**src/rtl/sdio_bus_mem_slave.sv**
```systemverilog
// Memory-side slave for the SDIO controller's byte-wide DMA bus, driving a single-port sync SRAM.
// Optional address range check: define SDIO_BUS_ADDR_CHK_EN.
module sdio_bus_mem_slave #(
    parameter int unsigned ADDR_W    = 17,
    parameter int unsigned DATA_W    = 8,
    parameter int unsigned MEM_DEPTH = 131072,
    parameter int unsigned RD_LAT    = 2,
    parameter int unsigned WAIT_CYC  = 0
) (
    input  logic              bus_clk,
    input  logic              rstn,
    input  logic [ADDR_W-1:0] bus_addr,
    input  logic              bus_rd,
    input  logic              bus_wr,
    input  logic [DATA_W-1:0] bus_wdata,
    output logic              bus_ready,
    output logic              bus_rdata_ready,
    output logic [DATA_W-1:0] bus_rdata,
    output logic              mem_cs,
    output logic              mem_we,
    output logic [ADDR_W-1:0] mem_addr,
    output logic [DATA_W-1:0] mem_wdata,
    input  logic [DATA_W-1:0] mem_rdata,
    output logic [15:0]       wr_cnt,
    output logic [15:0]       rd_cnt,
    output logic              err_flag
);

    localparam logic [1:0] IDLE   = 2'd0;
    localparam logic [1:0] WAIT   = 2'd1;
    localparam logic [1:0] ACCESS = 2'd2;
    localparam logic [1:0] RDWAIT = 2'd3;

    localparam logic [3:0] WAIT_LOAD = (WAIT_CYC > 0) ? 4'(WAIT_CYC - 1) : 4'd0;
    localparam logic [1:0] LAT_LOAD  = (RD_LAT > 1) ? 2'(RD_LAT - 2) : 2'd0;

    if (RD_LAT < 1 || RD_LAT > 4 || WAIT_CYC > 15 || MEM_DEPTH == 0) begin : g_bad_param
        $error("sdio_bus_mem_slave: parameter out of range");
    end

    logic [1:0]        state, state_nxt;
    logic [3:0]        wait_cnt, wait_cnt_nxt;
    logic [1:0]        lat_cnt, lat_cnt_nxt;
    logic              op_rd, op_rd_nxt;
    logic              op_oor, op_oor_nxt;
    logic [ADDR_W-1:0] op_addr, op_addr_nxt;
    logic [DATA_W-1:0] op_wdata, op_wdata_nxt;

    logic              ready_nxt, rdv_nxt, cs_nxt, we_nxt, err_nxt;
    logic [DATA_W-1:0] rdata_nxt, mwdata_nxt;
    logic [ADDR_W-1:0] maddr_nxt;
    logic [15:0]       wr_cnt_nxt, rd_cnt_nxt;
    logic              enter_access, finish_rd;
    logic              addr_oor;

`ifdef SDIO_BUS_ADDR_CHK_EN
    assign addr_oor = (64'(bus_addr) >= 64'(MEM_DEPTH));
`else
    assign addr_oor = 1'b0;
`endif

    // Next-state and next-output logic; outputs are registered from these values.
    always_comb begin
        state_nxt    = state;
        wait_cnt_nxt = wait_cnt;
        lat_cnt_nxt  = lat_cnt;
        op_rd_nxt    = op_rd;
        op_oor_nxt   = op_oor;
        op_addr_nxt  = op_addr;
        op_wdata_nxt = op_wdata;
        rdv_nxt      = 1'b0;
        cs_nxt       = 1'b0;
        we_nxt       = 1'b0;
        err_nxt      = err_flag;
        rdata_nxt    = bus_rdata;
        maddr_nxt    = mem_addr;
        mwdata_nxt   = mem_wdata;
        wr_cnt_nxt   = wr_cnt;
        rd_cnt_nxt   = rd_cnt;
        enter_access = 1'b0;
        finish_rd    = 1'b0;

        case (state)
            IDLE: begin
                if (bus_rd || bus_wr) begin
                    op_rd_nxt    = bus_rd;
                    op_oor_nxt   = addr_oor;
                    op_addr_nxt  = bus_addr;
                    op_wdata_nxt = bus_wdata;
                    if ((bus_rd && bus_wr) || addr_oor) begin
                        err_nxt = 1'b1;
                    end
                    if (WAIT_CYC > 0) begin
                        state_nxt    = WAIT;
                        wait_cnt_nxt = WAIT_LOAD;
                    end else begin
                        enter_access = 1'b1;
                    end
                end
            end
            WAIT: begin
                if (wait_cnt == 4'd0) begin
                    enter_access = 1'b1;
                end else begin
                    wait_cnt_nxt = wait_cnt - 4'd1;
                end
            end
            ACCESS: begin
                if (!op_rd) begin
                    state_nxt = IDLE;
                end else if (RD_LAT <= 1) begin
                    finish_rd = 1'b1;
                end else begin
                    state_nxt   = RDWAIT;
                    lat_cnt_nxt = LAT_LOAD;
                end
            end
            RDWAIT: begin
                if (lat_cnt == 2'd0) begin
                    finish_rd = 1'b1;
                end else begin
                    lat_cnt_nxt = lat_cnt - 2'd1;
                end
            end
            default: state_nxt = IDLE;
        endcase

        // Out-of-range accesses still count but never touch the SRAM.
        if (enter_access) begin
            state_nxt = ACCESS;
            cs_nxt    = !op_oor_nxt;
            we_nxt    = !op_rd_nxt && !op_oor_nxt;
            if (!op_oor_nxt) begin
                maddr_nxt  = op_addr_nxt;
                mwdata_nxt = op_wdata_nxt;
            end
            if (op_rd_nxt) begin
                rd_cnt_nxt = (rd_cnt == 16'hFFFF) ? rd_cnt : rd_cnt + 16'd1;
            end else begin
                wr_cnt_nxt = (wr_cnt == 16'hFFFF) ? wr_cnt : wr_cnt + 16'd1;
            end
        end

        if (finish_rd) begin
            state_nxt = IDLE;
            rdv_nxt   = 1'b1;
            rdata_nxt = op_oor ? {DATA_W{1'b1}} : mem_rdata;
        end

        ready_nxt = (state_nxt == IDLE);
    end

    always_ff @(posedge bus_clk) begin
        if (!rstn) begin
            state           <= IDLE;
            wait_cnt        <= 4'd0;
            lat_cnt         <= 2'd0;
            op_rd           <= 1'b0;
            op_oor          <= 1'b0;
            op_addr         <= '0;
            op_wdata        <= '0;
            bus_ready       <= 1'b1;
            bus_rdata_ready <= 1'b0;
            bus_rdata       <= '0;
            mem_cs          <= 1'b0;
            mem_we          <= 1'b0;
            mem_addr        <= '0;
            mem_wdata       <= '0;
            wr_cnt          <= 16'd0;
            rd_cnt          <= 16'd0;
            err_flag        <= 1'b0;
        end else begin
            state           <= state_nxt;
            wait_cnt        <= wait_cnt_nxt;
            lat_cnt         <= lat_cnt_nxt;
            op_rd           <= op_rd_nxt;
            op_oor          <= op_oor_nxt;
            op_addr         <= op_addr_nxt;
            op_wdata        <= op_wdata_nxt;
            bus_ready       <= ready_nxt;
            bus_rdata_ready <= rdv_nxt;
            bus_rdata       <= rdata_nxt;
            mem_cs          <= cs_nxt;
            mem_we          <= we_nxt;
            mem_addr        <= maddr_nxt;
            mem_wdata       <= mwdata_nxt;
            wr_cnt          <= wr_cnt_nxt;
            rd_cnt          <= rd_cnt_nxt;
            err_flag        <= err_nxt;
        end
    end

endmodule

```
**config.mk**
```make
export PLATFORM = sky130hd
export DESIGN_NAME = sdio_bus_mem_slave
export DESIGN_NICKNAME = d
export VERILOG_FILES = /design/src/rtl/sdio_bus_mem_slave.sv
export SDC_FILE = /design/constraint.sdc
export NUM_CORES = 1
export LEC_CHECK = 0
export ABC_AREA = 1
export CORE_ASPECT_RATIO = 1.75
export CORE_UTILIZATION = 50
export CTS_CLUSTER_DIAMETER = 150
export CTS_CLUSTER_SIZE = 14
export DETAILED_ROUTE_END_ITERATION = 12
export GPL_TIMING_DRIVEN = 0
export PLACE_DENSITY_LB_ADDON = 0.3
export SLEW_MARGIN = 20
export SYNTH_ARGS = -nofsm -noshare
export SYNTH_HDL_FRONTEND = slang
export SYNTH_SLANG_ARGS = --single-unit
export TNS_END_PERCENT = 10
```
**constraint.sdc**
```tcl
create_clock -name bus_clk -period 2.1 [get_ports bus_clk]
set_clock_uncertainty 0.1 [all_clocks]
set_input_delay 0.525 -clock bus_clk [delete_from_list [all_inputs] [get_ports bus_clk]]
set_output_delay 0.525 -clock bus_clk [all_outputs]
set_load 0.05 [all_outputs]
```
==> summary.md, run 1 <==
In this run the worst path has a maximum fanout of 6. After clock tree synthesis, the setup repair step added 0 buffers. Of the total synthesized cell area, the portion taken by full adders, half adders and majority gates is 1.353%. TritonCTS built the clock tree. Setup violations remaining at the end of the flow were counted as 0.

Buffers inserted to repair hold after CTS numbered 0. The tool flagged a number of max-cap violations equal to 0. Net switching power: 1.549 mW. The run gives 46 as the number of placement rows.

The top achievable clock speed is 501.5 MHz. Number of DRC markers after the initial detailed-route iteration: 218. In this run the clock root is driven by a sky130_fd_sc_hd__clkbuf_16. The launch point of the critical path is wr_cnt[14]$_SDFFE_PN0P_. The setup check on the worst reg-to-reg path leaves a slack of 220 ps. Summing over every cut layer, the via total after detailed routing is 4503. After synthesis the netlist holds a flip-flop and latch count of 105. For the yosys synthesis warning count, the log shows 0. The clock period could shrink to 1994 ps. 107 I/O pins were placed. The detailed router put a total of 4267 um of wire on met1.

The worst setup path is captured at an output pin. The clock latency at the later pin of the worst-skew pair was 350 ps; the die footprint was 9653 sq um. The highest layer used for signal routing is met4. Cell family with the largest share of critical-path delay: buffers and inverters. Once the floorplan was initialized, standard cells occupied 51.18% of the core. The mapped netlist covers 4624 sq um. Classification of the worst setup path: reg -> out. The critical path goes through dlygate4sd2_1. Startpoint of the most critical hold path: bus_rdata[2]$_SDFFE_PN0P_. The finished cells cover 6062 sq um. Cell internal power was estimated by the tool at 3.528 mW.

Global routing finished with a remaining overflow of 0. The vertical die dimension is 129.2 um, and the final routed wire length divided by cell count is 12.76 um. Data on the critical path arrives at its endpoint at 1370 ps.

The worst hold path belongs to the class reg -> reg. The CTS sink count was 105. The run finished with clean final reports. The delay of the slowest cell on the worst path was 560 ps; the global placer's final weighted congestion was 0.8735. Clock-pin slew on the worst setup and hold paths: 70 ps.

The worst reg2reg path endpoint is rd_cnt[2]$_SDFFE_PN0P_. The power per standard cell area came out at 837.5 nW/um^2. The dominant combinational cell family by area after synthesis is simple AND/OR/NAND/NOR gates. Setup repair after global routing left no endpoint under its margin.

For the combinational group share of total power, the log shows 21.0%. The xor/xnor share of the synthesized area is 1.894%, and the area fraction in and, or, nand and nor cells after synthesis is 36.61%. The tools report the total routed wirelength as 11550 um. The share of the Yosys chip area taken by registers is 45.45%.

Counting along the longest clock path gives a buffer depth of 2. The placed instances occupy a cell area of 5826 sq um. The number of buffers created by CTS is 9, and the total length of routed met2 wires is 6558 um. The post-cts gate resize count was 69. Launch instance of the worst register-to-register path: rd_cnt[0]$_SDFFE_PN0P_. The initial antenna violation count is 0, and the number of buffer cells added on primary ports is 105.

The depth of the critical timing path with buffers and inverters included was 1; the global router's overall resource usage was 25.39%. Entering global routing, the biggest net connects 18 pins. In this run the static leakage power is 2.857 nW. Relative to the synthesized area, the layout overhead comes to 31.09%. For the worst hold slack, the log shows 373.0 ps.

In the final layout, the share of cells above drive strength 1 is 6.497%. The run gives 43.6% as the sequential share of power. The count of nets left with antenna violations once routing finished came out at 0. The average cell area after synthesis was 6.965 sq um; the worst voltage drop across the vdd grid was 0.6322 mV. Number of global-route vias before repair: 4334.

For the net count after synthesis, the log shows 706. The logs give 35.4% for the part of the total power dissipated in the clock network and 8773 um for the placed wire-length estimate after detailed placement. In the finished design, the share of the clock period the worst path needs comes to 94.95%.

The gate count of the mapped netlist is 664, and the total count of max-transition violations in the final report is 0. The core region is 9036 sq um. The worst hold path passes through 2 cells. The post-detailed-route via-to-cell ratio is 4.976, and the worst slew margin relative to its limit is 53.66%. The mux share of post-synthesis cell area works out to 0%. The count of unresolved DRC violations after routing was 0. The share of the synthesized area in compound gates (AO/OA/AOI/OAI) was 8.360%. The critical path launch point type was a flip-flop. The logs give 0 for the number of antenna repair diodes and 1470 ps for the critical path data required time. Maximum level of the CTS H-tree: 3. After detailed routing, the met3 layer carries 538 um of wire. The worst hold path terminates at bus_rdata[2]$_SDFFE_PN0P_.

Net switching is 30.52% of the power. The worst-path cell with the longest stage delay was sky130_fd_sc_hd__dlygate4sd2_1. The horizontal extent of the die was 74.70 um. The wire length of the first global-routing pass is 18840 um.

The hold violation total from the final report came out at 0. For the pin with the worst max-slew slack, the measured transition is 695.1 ps. The combined buffer and inverter count along the critical path was 1. The first detailed-routing pass ran for 4 iterations. The number of unique standard cell types used by synthesis came out at 36. The net count of the finished layout was 822; the cell depth of the worst flop-to-flop path was 10.
-- layout make-up --
| class | instances | area [sq um] |
|---|---|---|
| clock inverters | 6 | 90.09 |
| well taps | 120 | 150.1 |
| flip-flops and latches | 105 | 2102 |
| repair buffers | 105 | 967.2 |
| inverters | 44 | 165.2 |
| multi-input cells | 491 | 2230 |
| clock buffers | 10 | 229.0 |
| fillers | 850 | 2974 |
| plain buffers | 24 | 128.9 |
-- cells by family (layout without fill, tap and decap cells) --
logic type / count (synthesis) / in the layout
buffers and inverters: 68 / 189
and+or+nand+nor: 404 / 404
DFF: 105 / 105
adders and majority gates: 5 / 5
AOI/OAI and AO/OA: 72 / 72
xor gates and xnor gates: 10 / 10
-- cell usage after synthesis --
master	instances	area, sq um
sky130_fd_sc_hd__a31oi_1	1	6.260
sky130_fd_sc_hd__o21ai_4	1	16.27
sky130_fd_sc_hd__nor3_1	1	5.000
sky130_fd_sc_hd__a211oi_1	1	7.510
sky130_fd_sc_hd__a31o_2	1	8.760
sky130_fd_sc_hd__xor2_1	7	61.31
sky130_fd_sc_hd__or2_2	6	37.54
sky130_fd_sc_hd__nor3b_1	1	7.510
sky130_fd_sc_hd__nand2_1	181	679.4
sky130_fd_sc_hd__nor2_4	3	33.78
sky130_fd_sc_hd__o21ai_1	20	100.1
sky130_fd_sc_hd__a21oi_1	29	145.1
sky130_fd_sc_hd__nand3_2	2	20.02
sky130_fd_sc_hd__clkbuf_1	9	33.78
sky130_fd_sc_hd__buf_6	1	11.26
sky130_fd_sc_hd__o21ai_2	1	8.760
sky130_fd_sc_hd__nor2_1	148	555.5
sky130_fd_sc_hd__or2_1	20	125.1
sky130_fd_sc_hd__clkinv_1	1	3.750
sky130_fd_sc_hd__dfxtp_1	105	2102
sky130_fd_sc_hd__buf_1	4	15.01
sky130_fd_sc_hd__buf_4	7	52.55
sky130_fd_sc_hd__xnor2_1	3	26.28
sky130_fd_sc_hd__buf_2	2	10.01
sky130_fd_sc_hd__a41oi_1	1	8.760
sky130_fd_sc_hd__nand3_1	32	160.2
sky130_fd_sc_hd__nand2_4	1	11.26
sky130_fd_sc_hd__inv_2	5	18.77
sky130_fd_sc_hd__o21ai_0	17	85.08
sky130_fd_sc_hd__clkbuf_2	1	5.000
sky130_fd_sc_hd__nor2_2	2	12.51
sky130_fd_sc_hd__nand3b_1	1	7.510
sky130_fd_sc_hd__nand4_1	4	25.02
sky130_fd_sc_hd__nand2_2	2	12.51
sky130_fd_sc_hd__ha_1	5	62.56
sky130_fd_sc_hd__inv_1	38	142.6
-- through the flow --
stage	cells	utilization [%]	setup WS, ps	total power, mW	setup TNS [ps]
finish	905	67.09	106.1	5.077	0
detailed placement	889	64.47	-229.9	3.385	-9717
global placement	889	64.47	-194.0	3.355	-6556
global route	905	67.09	9.014	5.310	0
floorplan	664	-	54.50	3.007	0
CTS	905	67.05	10.90	5.122	0
-- placed cells by master, fill, tap and decap left out, drive strengths merged --
cell type and instances:
clkinv 3, nand2 184, dfxtp 105, clkbuf 20, ha 5, nor3 1, dlymetal6s2s 1, buf 14
nor2 153, nor3b 1, xnor2 3, nand3b 1, a21oi 29, bufinv 2, a211oi 1, a41oi 1
nand4 4, xor2 7, a31o 1, inv 45, o21ai 39, a31oi 1, or2 26, dlygate4sd2 69
nand3 34, clkdlybuf4s50 35
-- per-layer routing --
metal,vias up,GRT usage (%)
met3,14,6.065
met5,-,0
met2,106,48.97
met1,2073,24.13
li1,2310,-
met4,0,11.54
-- power by group through the flow --
stage                     registers (mW)  logic, mW  clock network, mW
after global routing                2.23       1.16               1.91
after global placement              2.26       1.10                  0
after CTS                           2.22       1.07               1.83
after detailed placement            2.26       1.12                  0
after floorplan                     2.56      0.451                  0
final                               2.21       1.07               1.80
-- worst max path at each step --
stage                                     to  slack (ps)
detailed placement  mem_addr[6]$_SDFFE_PN0P_        -230
global route        mem_addr[2]$_SDFFE_PN0P_           9
floorplan            wr_cnt[10]$_SDFFE_PN0P_          50
global placement    mem_addr[6]$_SDFFE_PN0P_        -190
finish                            wr_cnt[14]         110
CTS                          bus_rdata_ready          10
-- registers in the layout, indices dropped and copies added (netlist names), 2 cells and up --
| register | cells |
|---|---|
| lat_cnt | 2 |
| state | 2 |
| bus_rdata | 8 |
| op_wdata | 8 |
| rd_cnt | 16 |
| wr_cnt | 16 |
| op_addr | 17 |
| mem_addr | 17 |
| mem_wdata | 8 |
| wait_cnt | 4 |
-- tightest hold or removal path: stages (launching register included) --
cell and delay (ps):
sky130_fd_sc_hd__dfxtp_1 310, sky130_fd_sc_hd__nand3_1 70, sky130_fd_sc_hd__nand2_1 50
(Power assumes the default switching activity.)
==> run 2: changes to the inputs <==
- CORE_UTILIZATION: 50 -> 40
==> run 2 against run 1 <==
Net effect:
- clock power shrank 12%
- sequential power hardly changed
- fmax fell by 0.98%
- highest routed layer unchanged
- sequential cell count did not move
- sequential share of layout area up 0.14 points
- largest power group unchanged
- final area decreased by 0.39%
- critical path type unchanged
- largest cell class unchanged
==> summary.md, run 2 (same netlist as run 1, synthesis figures left out) <==
The run finished with clean final reports. The critical path data required time came out at 1470 ps (about the same). The number of antenna repair diodes was 0 (unchanged). The run gives 3.287 mW (-6.8%) as the cell-internal power.

For the maximum level of the CTS H-tree, the log shows 3 (unchanged). The met3 routing resource usage after global routing came out at 4.852% (-1.2 points). The largest registers in the layout are mem_addr x17, op_addr x17.

The fraction of the core area covered by cells at the end of the flow was 54.07% (-13 points). The post-CTS setup-driven buffer insertion count was 0 (unchanged). By startpoint and endpoint, the worst setup path is classified as reg -> out.

The slew at the pin with the worst max-slew slack is 654.7 ps (-40.34 ps). The tools report the via count of the routed design as 4463 (-0.89%). The logs give 163 (-25%) for the number of DRC markers after the initial detailed-route iteration and 5841 sq um (+0.26%) for the post-place instance area. The signal on the critical path passes through dlygate4sd2_1. The worst hold slack came out at 362.8 ps (-10.18 ps). Setup repair after global routing could not meet its margin everywhere. The part of the total power dissipated in the clock network was 32.6% (-2.8 points).

The hold path depth was 2 (unchanged). Root buffer selected by CTS: sky130_fd_sc_hd__clkbuf_16. The tightest min-delay check is of the reg -> reg type. The run gives 41.41% (-9.8 points) as the initial standard-cell utilization of the core. For the deepest clock path buffer count, the log shows 2 (unchanged). The remaining global-route overflow was 0 (unchanged). The logs give 8992 um (+2.5%) for the placed wire-length estimate after detailed placement and 0.5360 mV (-15%) for the worst voltage drop across the vdd grid. The vertical die dimension is 144.2 um (+12%). The fraction of final layout cells sized beyond drive strength 1 works out to 6.624% (+0.13 points). The logs give 105 (unchanged) for the CTS sink count and 1390 ps (+20 ps) for the worst path arrival time.

The tools report the final instance area as 6038 sq um (-0.39%). The detailed-routing iteration count for the pre-antenna-repair pass is 4 (unchanged). The tools report the count of unresolved DRC violations after routing as 0 (unchanged). The power per standard cell area came out at 806.1 nW/um^2 (-3.8%). The most common cell after layout, fill and taps aside is sky130_fd_sc_hd__nand2_1.

Net switching fraction of the power: 32.48% (+2.0 points). The met2 demand-to-capacity share in global routing was 39.99% (-9.0 points); the boundary pin count was 107 (unchanged). The delay of the slowest cell on the worst path was 570 ps (about the same); the post-detailed-route via-to-cell ratio was 4.867 (-2.2%). The tools report the clock latency at the later pin of the worst-skew pair as 350 ps (about the same). The worst-path cell with the longest stage delay is sky130_fd_sc_hd__dlygate4sd2_1.

The logs give 2102 sq um (unchanged) for the sequential standard cell area and 4315 (-0.44%) for the number of global-route vias before repair. Top achievable clock speed: 496.6 MHz (-0.98%). The clock period minus worst slack works out to 2014 ps (+19.82 ps). The total routed wirelength came out at 11730 um (+1.6%).

TritonCTS built the clock tree. From synthesis to final layout, the design area changed by 30.57%. The tools report the combinational group share of total power as 21.8% (+0.8 points). The tools report the largest net degree at the start of global routing as 19 (+1). The worst setup path is launched from a flip-flop. The logs give 0 (unchanged) for the number of nets with antenna violations after routing and 1.581 mW (+2.0%) for the net switching power.

The worst setup path is captured at an output pin. The number of placement rows is 51 (+11%), and the sequential share of power is 45.6% (+2.0 points). The final worst-path cycle share was 95.89% (+0.94 points). The clock-pin slew on the worst setup and hold paths was 70 ps (about the same).

The final sum of negative setup slack is 0 ps (unchanged), and the wire length of the first global-routing pass is 19380 um (+2.9%). The number of buffers added to fix hold violations after cts is 0 (unchanged). The number of buffer cells added on primary ports is 105 (unchanged). The cell depth of the worst flop-to-flop path is 9 (-1), and the total count of max-transition violations in the final report is 0 (unchanged). The run gives 1094 (+29%) as the total of fill cells in the finished design.

The run gives 11170 sq um (+24%) as the total core area. Layer with the highest usage after global routing: met2. On the critical path the largest part of the delay comes from buffers and inverters.

The logs give 19.99% (-4.1 points) for the met1 layer usage reported by global route and 0 (unchanged) for the initial antenna violation count. The final routed wire length divided by cell count is 12.79 um (+0.26%). The logs give 20.11% (-5.3 points) for the global router's overall resource usage and 2.827 nW (-1.0%) for the leakage power summed over all cells. The logs give 0 (unchanged) for the number of maximum-capacitance constraint violations and 9 (unchanged) for the number of buffers created by CTS.

The depth of the critical timing path with buffers and inverters included was 1 (unchanged); the horizontal extent of the die was 83.28 um (+11%). Worst slew margin relative to its limit: 56.35% (+2.7 points). The area of combinational cells with multiple inputs came out at 2230 sq um (unchanged). The combined buffer and inverter count along the critical path works out to 1 (unchanged). In the layout the commonest cells are sky130_fd_sc_hd__nand2_1, sky130_fd_sc_hd__nor2_1, sky130_fd_sc_hd__dfxtp_1, sky130_fd_sc_hd__dlygate4sd2_1, sky130_fd_sc_hd__inv_1. For the die footprint, the log shows 12010 sq um (+24%). Net count of the finished layout: 822 (unchanged). The largest fanout of any net on the critical path was 6 (unchanged); the count of endpoints failing setup in the final report was 0 (unchanged). The logs give 0.8819 (+0.96%) for the global placer's final weighted congestion and 0 (unchanged) for the hold violation total from the final report.
-- run 2: cell count changes in the layout (fill, tap and decap cells not counted) --
| cell | delta |
|---|---|
| sky130_fd_sc_hd__bufinv_16 | -2 |
| sky130_fd_sc_hd__clkbuf_1 | -1 |
| sky130_fd_sc_hd__clkinv_2 | -1 |
| sky130_fd_sc_hd__inv_8 | -1 |
| sky130_fd_sc_hd__clkinvlp_4 | +2 |
| sky130_fd_sc_hd__clkinv_4 | +3 |
-- run 2: final timing paths --
path	from	end	slack, ps
hold reg to reg	lat_cnt[1]$_SDFFE_PN0P_	lat_cnt[1]$_SDFFE_PN0P_	360
hold / removal	lat_cnt[1]$_SDFFE_PN0P_	lat_cnt[1]$_SDFFE_PN0P_	360
setup reg to reg	rd_cnt[0]$_SDFFE_PN0P_	rd_cnt[11]$_SDFFE_PN0P_	190
setup / recovery	wr_cnt[14]$_SDFFE_PN0P_	wr_cnt[14]	90
-- run 2: stage by stage --
| stage | cells | total power, mW | setup slack, ps |
|---|---|---|---|
| global placement | 901 | 3.367 | -220.1 |
| global route | 917 | 5.086 | -19.54 |
| finish | 917 | 4.868 | 86.29 |
| CTS | 917 | 4.920 | 9.681 |
| detailed placement | 901 | 3.389 | -249.1 |
| floorplan | 664 | 3.007 | 54.50 |
-- run 2: per-layer routing --
metal  vias up  share of wire [%]  routed length, um
li1       2311                  -                  -
met1      2042                 39               4599
met2        98                 54               6388
met3        12                4.9                574
met4         0                1.4                167
met5         -                  0                  0
-- run 2: power groups by stage --
stage	Combinational, mW	Sequential (mW)	Clock (mW)
3_5_place_dp	1.12	2.27	0
6_report	1.06	2.22	1.59
3_3_place_gp	1.11	2.26	0
2_1_floorplan	0.451	2.56	0
4_1_cts	1.07	2.22	1.63
5_1_grt	1.16	2.24	1.69
-- run 2: final cells by class --
cell class	count	share of cell area [%]
Clock buffer	9	3.730
Inverter	44	2.735
Buffer	24	2.134
Multi-Input combinational cell	491	36.93
Clock inverter	7	0.9117
Tap cell	132	2.735
Sequential cell	105	34.81
Timing Repair Buffer	105	16.02
-- run 2: repair_timing --
item,in CTS,in global routing
gates resized for setup,69,3
pin swaps,0,0
endpoints found under the setup margin,69,11
hold endpoints to repair,0,0
